===== src/rtl/sobel_gradient_gen_if.sv =====
// Column-stream and gradient-output handshake bundle for sobel_gradient_gen.
// master drives columns and grad_ready; slave is the gradient generator.
interface sobel_gradient_gen_if;
    logic               col_valid;
    logic [23:0]        col_in;
    logic               row_start;
    logic               col_ready;
    logic               grad_ready;
    logic signed [10:0] gx;
    logic signed [10:0] gy;
    logic               start_t_grad;

    modport master (
        output col_valid, col_in, row_start, grad_ready,
        input  col_ready, gx, gy, start_t_grad
    );

    modport slave (
        input  col_valid, col_in, row_start, grad_ready,
        output col_ready, gx, gy, start_t_grad
    );
endinterface


===== src/rtl/sobel_gradient_gen.sv =====
// 3x3 Sobel |gx|/|gy| from a stream of 3-pixel columns; result registered one cycle after the window completes.
// Backpressure: the output register holds while grad_ready is low, and col_ready drops so no column is lost.
module sobel_gradient_gen #(
    parameter int IMG_WIDTH = 640
) (
    input  logic                 clk,
    input  logic                 n_rst,
    sobel_gradient_gen_if.slave  bus
);
    typedef enum logic [1:0] {IDLE, FILL1, FILL2, RUN} state_t;

    localparam logic [10:0] LP_WIDTH = 11'(IMG_WIDTH);

    state_t      r_state;
    logic [10:0] r_cnt;
    logic [23:0] r_c0, r_c1, r_c2;
    logic        r_pend;
    logic        r_vld;
    logic [10:0] r_gx, r_gy;

    logic        w_accept;
    logic        w_out_free;
    logic        w_win_done;
    logic [10:0] w_cnt_nxt;
    logic [10:0] w_gx, w_gy;

    // Weighted 1-2-1 sum; max 4*255 = 1020, fits in 11 bits unsigned.
    function automatic logic [10:0] wsum(input logic [7:0] a, input logic [7:0] b, input logic [7:0] c);
        return {3'b000, a} + {2'b00, b, 1'b0} + {3'b000, c};
    endfunction

    function automatic logic [10:0] absdiff(input logic [10:0] x, input logic [10:0] y);
        return (x >= y) ? (x - y) : (y - x);
    endfunction

    assign w_out_free = !r_vld || bus.grad_ready;
    assign w_accept   = bus.col_valid && bus.col_ready;
    assign w_cnt_nxt  = r_cnt + 11'd1;
    assign w_win_done = w_accept && !bus.row_start && (r_state == FILL2 || r_state == RUN);

    assign w_gx = absdiff(wsum(r_c2[23:16], r_c2[15:8], r_c2[7:0]),
                          wsum(r_c0[23:16], r_c0[15:8], r_c0[7:0]));
    assign w_gy = absdiff(wsum(r_c0[23:16], r_c1[23:16], r_c2[23:16]),
                          wsum(r_c0[7:0],   r_c1[7:0],   r_c2[7:0]));

    assign bus.col_ready    = !(r_vld && !bus.grad_ready);
    assign bus.start_t_grad = r_vld;
    assign bus.gx           = r_gx;
    assign bus.gy           = r_gy;

    always_ff @(posedge clk or negedge n_rst) begin
        if (!n_rst) begin
            r_state <= IDLE;
            r_cnt   <= '0;
            r_c0    <= '0;
            r_c1    <= '0;
            r_c2    <= '0;
            r_pend  <= 1'b0;
            r_vld   <= 1'b0;
            r_gx    <= '0;
            r_gy    <= '0;
        end else begin
            if (w_accept) begin
                r_c0 <= r_c1;
                r_c1 <= r_c2;
                r_c2 <= bus.col_in;
                if (bus.row_start) begin
                    r_state <= FILL1;
                    r_cnt   <= 11'd1;
                end else begin
                    case (r_state)
                        IDLE: ;
                        default: begin
                            r_cnt <= w_cnt_nxt;
                            if (w_cnt_nxt == LP_WIDTH)
                                r_state <= IDLE;
                            else if (r_state == FILL1)
                                r_state <= FILL2;
                            else
                                r_state <= RUN;
                        end
                    endcase
                end
            end

            // A completed window waits here one cycle; the window regs cannot shift
            // underneath it because col_ready is low whenever the output is stalled.
            if (w_win_done)
                r_pend <= 1'b1;
            else if (w_out_free)
                r_pend <= 1'b0;

            if (w_out_free) begin
                r_vld <= r_pend;
                r_gx  <= r_pend ? w_gx : '0;
                r_gy  <= r_pend ? w_gy : '0;
            end
        end
    end
endmodule


===== src/flat_wrapper.sv =====
// flat-port wrapper written by rule: the top's interface ports become plain ports
module sobel_gradient_gen_flat 
#(
    parameter int IMG_WIDTH = 640
)
  (clk, n_rst, bus_col_valid, bus_col_in, bus_row_start, bus_grad_ready, bus_col_ready, bus_gx, bus_gy, bus_start_t_grad);
  sobel_gradient_gen_if bus_i ();
  input  logic clk;
  input  logic n_rst;
  input wire logic [$bits(bus_i.col_valid)-1:0] bus_col_valid;
  input wire logic [$bits(bus_i.col_in)-1:0] bus_col_in;
  input wire logic [$bits(bus_i.row_start)-1:0] bus_row_start;
  input wire logic [$bits(bus_i.grad_ready)-1:0] bus_grad_ready;
  output wire logic [$bits(bus_i.col_ready)-1:0] bus_col_ready;
  output wire logic [$bits(bus_i.gx)-1:0] bus_gx;
  output wire logic [$bits(bus_i.gy)-1:0] bus_gy;
  output wire logic [$bits(bus_i.start_t_grad)-1:0] bus_start_t_grad;
  assign bus_i.col_valid = bus_col_valid;
  assign bus_i.col_in = bus_col_in;
  assign bus_i.row_start = bus_row_start;
  assign bus_i.grad_ready = bus_grad_ready;
  assign bus_col_ready = bus_i.col_ready;
  assign bus_gx = bus_i.gx;
  assign bus_gy = bus_i.gy;
  assign bus_start_t_grad = bus_i.start_t_grad;
  sobel_gradient_gen #(.IMG_WIDTH(IMG_WIDTH)) u_core (.clk(clk), .n_rst(n_rst), .bus(bus_i));
endmodule

===== config.mk =====
export PLATFORM = sky130hd
export DESIGN_NAME = sobel_gradient_gen_flat
export DESIGN_NICKNAME = d
export VERILOG_FILES = /design/src/rtl/sobel_gradient_gen_if.sv /design/src/rtl/sobel_gradient_gen.sv /design/src/flat_wrapper.sv
export SDC_FILE = /design/constraint.sdc
export NUM_CORES = 1
export LEC_CHECK = 0
export CORE_AREA = 4 4 139 141
export DETAILED_ROUTE_END_ITERATION = 8
export DIE_AREA = 0 0 143 145
export MAX_ROUTING_LAYER = met4
export PLACE_DENSITY = 0.71
export SLEW_MARGIN = 40
export SYNTH_ARGS = -nofsm -noshare
export SYNTH_HDL_FRONTEND = slang
export SYNTH_SLANG_ARGS = --single-unit

===== constraint.sdc =====
create_clock -name clk -period 4.5 [get_ports clk]
set_input_delay 1.35 -clock clk [delete_from_list [all_inputs] [get_ports clk]]
set_output_delay 1.35 -clock clk [all_outputs]
set_load 0.005 [all_outputs]

======== Word-level counts from Yosys, hierarchy flattened ========
Cells that the tools add are included.
storage, ports and cells
  output and inout bits ................... 24
  word-level logic and storage cells ...... 54
  register bits ........................... 109
  input bits .............................. 29
operators by class
  magnitude comparators ................... 2
  reductions and logical operators ........ 13
  equality and inequality tests ........... 5
  muxes and demuxes ....................... 12
  add/subtract/negate cells ............... 13
operators with widths
  cell                                                                     count
  11-bit 2-to-1 mux                                                        6
  11-bit by 8-bit adder with 11-bit output                                 4
  11-bit subtractor                                                        4
  8-bit by 9-bit adder with 10-bit output                                  4
  11-bit greater-or-equal comparator                                       2
  11-bit by 1-bit adder with 11-bit output, second input constant          1
  11-bit by 10-bit equality test with 1-bit output, second input constant  1
  2-bit 2-to-1 mux                                                         3
  2-bit equality test, second input constant                               2
  1-bit logical AND                                                        4
  1-bit zero test                                                          4
  1-bit 2-to-1 mux                                                         3
  2-bit by 1-bit equality test with 1-bit output, second input constant    1
  2-bit zero test                                                          1
  1-bit logical OR                                                         2
  2-bit inequality test, second input constant                             1
  2-bit AND reduction                                                      1
  2-bit nonzero test                                                       1

======== Logic depth before layout (Yosys ltp) ========
  depth in word-level cells ............... 7
  mapped depth ............................ 25
  mapped depth without buffers ............ 23

======== Worst setup path before layout ========
Ideal clock, no wire load.
  path kind ............................... register -> register
  from .................................... register u_core.r_c2[17]
  to ...................................... register u_core.r_gx[5], in the netlist u_core.bus.gx[5]
  arrival time ............................ 4.428 ns
  setup time .............................. 0.124 ns
  required time ........................... 4.376 ns
  path buffers ............................ 2
  path slack .............................. -0.052 ns
  cell stages (with the launch flop) ...... 26
  period minus slack after synthesis ...... 4.552 ns
  cells stage by stage .................... dfrtp_1 > ha_1 > inv_1 > fa_1 > nor2b_1 > o21ai_0 > a21boi_1 > o21a_1 > nor2_1 > xnor2_1 > ha_1 > or3_1 > o21ai_0 > a21oi_1 > xnor2_1 > xnor2_1 > ha_1 > buf_2 > nand4_2 > nand2b_4 > o31ai_4 > a211o_1 > buf_6 > mux2_4 > xnor2_1 > o21ai_1
on the way
  cells in the longest elaborated chain, start to end .. 5
  elaborated cells on any way between the ends .. 7
  those cells by class .................... add/sub (4); order compare (1); mux (2)
RTL lines
  item                                                                            line                      text
  from (decl)                                                                     sobel_gradient_gen.sv:16  logic [23:0] r_c0, r_c1, r_c2;
  from (signal assigned)                                                          sobel_gradient_gen.sv:66  r_c2 <= bus.col_in;
  8-bit by 9-bit adder with 10-bit output *                                       sobel_gradient_gen.sv:29  return {3'b000, a} + {2'b00, b, 1'b0} + {3'b000, c};
  11-bit by 8-bit adder with 11-bit output *                                      sobel_gradient_gen.sv:29
  11-bit subtractor / 11-bit greater-or-equal comparator (equally long branches)  sobel_gradient_gen.sv:33  return (x >= y) ? (x - y) : (y - x);
  11-bit 2-to-1 mux *                                                             sobel_gradient_gen.sv:33
  11-bit 2-to-1 mux *                                                             sobel_gradient_gen.sv:95  r_gx <= r_pend ? w_gx : '0;
  to (signal assigned)                                                            sobel_gradient_gen.sv:95
  to (decl)                                                                       sobel_gradient_gen.sv:19  logic [10:0] r_gx, r_gy;
Every way passes the cells marked *; elsewhere a longest branch is shown, timed or not.
A chain may end at the register's enable or synchronous reset.

======== Final worst setup path ========
  from .................................... register u_core.r_c1[16]
  to ...................................... register u_core.r_gy[3], in the netlist u_core.bus.gy[3]
on the way
  cells in the longest elaborated chain, start to end .. 5
  elaborated cells on any way between the ends .. 7
  those cells by class .................... add/sub (4); order compare (1); mux (2)
RTL lines
  item                                                                            line                      text
  from (decl)                                                                     sobel_gradient_gen.sv:16
  from (signal assigned)                                                          sobel_gradient_gen.sv:65  r_c1 <= r_c2;
  8-bit by 9-bit adder with 10-bit output *                                       sobel_gradient_gen.sv:29
  11-bit by 8-bit adder with 11-bit output *                                      sobel_gradient_gen.sv:29
  11-bit subtractor / 11-bit greater-or-equal comparator (equally long branches)  sobel_gradient_gen.sv:33
  11-bit 2-to-1 mux *                                                             sobel_gradient_gen.sv:33
  11-bit 2-to-1 mux *                                                             sobel_gradient_gen.sv:96  r_gy <= r_pend ? w_gy : '0;
  to (signal assigned)                                                            sobel_gradient_gen.sv:96
  to (decl)                                                                       sobel_gradient_gen.sv:19
Marks and branches as above.

==> flow_metrics.env <==
export IMPL_synth_seq_cells=109
export IMPL_worstPathRequired_ps=4730
export IMPL_yosys_warnings=0
export IMPL_fin_crit_ps=4510
export IMPL_die_w_microns=143
export IMPL_placeableCoreArea_sq_um=18000
export IMPL_dieArea_sq_um=20700
export IMPL_overflow=0
export IMPL_fin_worst_skew_ps=14.2
export IMPL_drv_cap=0
export IMPL_grt_pass1_wl_mm=34.8
export IMPL_synth_compound_gate_area_share=0.176
export IMPL_insertion_delay_ps=370
export IMPL_vias=7616
export IMPL_yosys_area_top_type_share=0.305
export IMPL_wl_per_cell_microns=15.3
export IMPL_ios=53
export IMPL_netlist_area_sq_um=8940
export IMPL_layout_setup_ws_ps=-12.9
export IMPL_drive_above_1_share=0.174
export IMPL_cts_root_buf="clkbuf_16"
export IMPL_critical_path_arrival_ps=4750
export IMPL_drtIter0Drc=583
export IMPL_synthAdderAreaFrac=0.171
export IMPL_cts_sinks=109
export IMPL_num_antenna_cells=0
export IMPL_dpl_worst_slack_ps=-102
export IMPL_cp_start_kind="flip-flop"
export IMPL_outcome="finished with violations"
export IMPL_fillers=1574
export IMPL_fin_nets=1324
export IMPL_area_growth_pct=22.6
export IMPL_syn_inst=1073
export IMPL_floorplan_initialDensity=0.497
export IMPL_critPathLaunch="u_core.r_c1[16]$_DFFE_PN0P_"
export IMPL_async_reset_ff_frac=1.00
export IMPL_drc=0
export IMPL_slew_headroom=0.345
export IMPL_violations="negative setup slack"
export IMPL_cts_htree_levels=3
export IMPL_ant_nets=0
export IMPL_reg2reg_depth=24
export IMPL_synth_area_per_cell_sq_um=8.33
export IMPL_yosysSeqAreaShare=0.305
export IMPL_synth_xor_area_share=0.0686
export IMPL_cp_max_fo=5
export IMPL_period_share=1.00
export IMPL_synth_simple_gate_area_frac=0.200
export IMPL_ys_types=76
export IMPL_tightest_slew_ps=975
export IMPL_r2r_end="u_core.bus.gy[3]$_DFFE_PN0P_"
export IMPL_dr_pass1_iters=5
export IMPL_synth_edf_count=0
export IMPL_setup_violations=1
export IMPL_vias_per_cell=5.39
export IMPL_worstReg2RegStart="u_core.r_c1[16]$_DFFE_PN0P_"
export IMPL_cp_endpoint="u_core.bus.gy[3]$_DFFE_PN0P_"
export IMPL_r2r_slack_ps=-10
export IMPL_synth_top_family_by_area="simple AND/OR/NAND/NOR gates"
export IMPL_mostFrequentLayoutCell="nand2_1"
export IMPL_grt_pass1_vias=7062
export IMPL_synth_flop_cell="dfrtp_1"
export IMPL_clk_pin_slew_worst_paths_ps=90
export IMPL_drv_slew=0
export IMPL_fin_util=0.610
export IMPL_fmax_mhz=222
export IMPL_grtUsageTotal=0.209
export IMPL_hpwl_mm=15.9
export IMPL_clock_path_buffers=2
export IMPL_io_buffers=52
export IMPL_cts_tree="yes"
export IMPL_synthTopCellsByArea="dfrtp_1 31%, ha_1 14%, nand2_1 10%"
export IMPL_path_class="reg2reg"
export IMPL_min_path_type="reg2reg"
export IMPL_grt_start_max_net_pins=71
export IMPL_routabilityCongestion=0.878
export IMPL_antenna_found_initial=0
export IMPL_hold_violations=0
export IMPL_rsz0062_at_grt="true"
export IMPL_cts_made_buffers=9
export IMPL_yosysTopAreaCell="dfrtp_1"
export IMPL_muxShareOfSynthArea=0.0263
export IMPL_syn_nets=1217
export IMPL_wl_mm=21.6
export IMPL_layout_common_cells="239 x nand2_1, 109 x dfrtp_1, 91 x ha_1, 76 x buf_4, 73 x inv_1"
export IMPL_std_cell_rows=49
export IMPL_cp_end_kind="flip-flop"
export IMPL_chipHeight_microns=145
==> cell type report <==
type                       instances  area, sq um  share of cell area
clock buffer                       9          225              0.0206
clock inverter                     7         86.3             0.00788
inverter                          77          289              0.0264
multi-input combinational        851         6180               0.564
sequential                       109         2730               0.249
tap                              229          287              0.0262
timing repair buffer             132         1160               0.106
==> kinds of logic (layout without fill, tap and decap cells) <==
group,Yosys count,after routing
compound gates,242,242
xor+xnor,70,70
fa+ha+maj,115,115
buf+inv,113,225
flops,109,109
mux,23,23
simple gates,401,401
==> worst min path at each step <==
stage,endpoint,cells past startpoint,slack [ps],start
floorplan,u_core.r_c0[10]$_DFFE_PN0P_,2,440,u_core.r_c1[10]$_DFFE_PN0P_
finish,u_core.r_c0[11]$_DFFE_PN0P_,2,480,u_core.r_c1[11]$_DFFE_PN0P_
detailed placement,u_core.r_c0[11]$_DFFE_PN0P_,2,450,u_core.r_c1[11]$_DFFE_PN0P_
CTS,u_core.r_c0[11]$_DFFE_PN0P_,2,480,u_core.r_c1[11]$_DFFE_PN0P_
global route,u_core.r_c0[12]$_DFFE_PN0P_,2,500,u_core.r_c1[12]$_DFFE_PN0P_
global placement,u_core.r_c0[8]$_DFFE_PN0P_,2,450,u_core.r_c1[8]$_DFFE_PN0P_
==> metal layers <==
metal / routed length, microns / global-route usage / up-vias
li1: - / - / 3837
met1: 10500 / 0.302 / 3608
met2: 9940 / 0.312 / 153
met3: 908 / 0.0313 / 18
met4: 201 / 0.0447 / 0
met5: 0 / - / -
==> flip-flops by register name, summed over array words and instances (netlist names) <==
| signal | count |
|---|---|
| u_core.r_c0 | 24 |
| u_core.r_c1 | 24 |
| u_core.r_c2 | 24 |
| u_core.bus.gx | 11 |
| u_core.bus.gy | 11 |
| u_core.r_cnt | 11 |
| u_core.r_state | 2 |
| u_core.bus.start_t_grad | 1 |
| u_core.r_pend | 1 |
==> worst max-delay path, stage by stage (launching register included) <==
cell and delay (ps):
dfrtp_1 380, ha_2 200, inv_2 40, fa_2 350, nor2b_2 170, o21ai_2 90
a21boi_2 160, o21a_1 120, nor2_1 40, xnor2_1 120, ha_2 170, or3_1 380
o21ai_2 70, a21oi_2 60, and3_4 190, or2_4 230, ha_4 270, nand4_1 90
o41ai_2 380, a31oi_2 100, o31ai_4 90, clkbuf_16 210, mux2i_1 220, xor2_1 150
o21ai_0 80
==> Yosys cell counts (all sizes together) (20+ instances only) <==
cell type,number
nand2,241
dfrtp,109
ha,103
inv,77
o21ai,77
nor2,57
a21oi,54
xnor2,51
a21o,36
mux2i,22
clkbuf,20
==> timing repair <==
item / CTS / global route
cloned: 1 / 0
endpoints found under the hold margin: 0 / 0
pin swaps: 37 / 51
gates resized for setup: 43 / 69
hold buffers: 0 / 0
setup buffers: 17 / 12
endpoints found under the setup margin: 16 / 20
==> stage by stage <==
| step | instances | setup TNS [ps] | area [sq um] | hold WS (ps) |
|---|---|---|---|---|
| floorplan | 1073 | 0 | 8940 | 439 |
| global placement | 1369 | -15.7 | 9980 | 448 |
| detailed placement | 1369 | -862 | 9980 | 455 |
| CTS | 1403 | -219 | 10600 | 475 |
| global route | 1414 | -3850 | 11000 | 502 |
| finish | 1414 | -12.9 | 11000 | 475 |
Power is left out: the tool's default activity adds up to more than one toggle a clock period on the data nets, which glitch-free logic cannot reach.
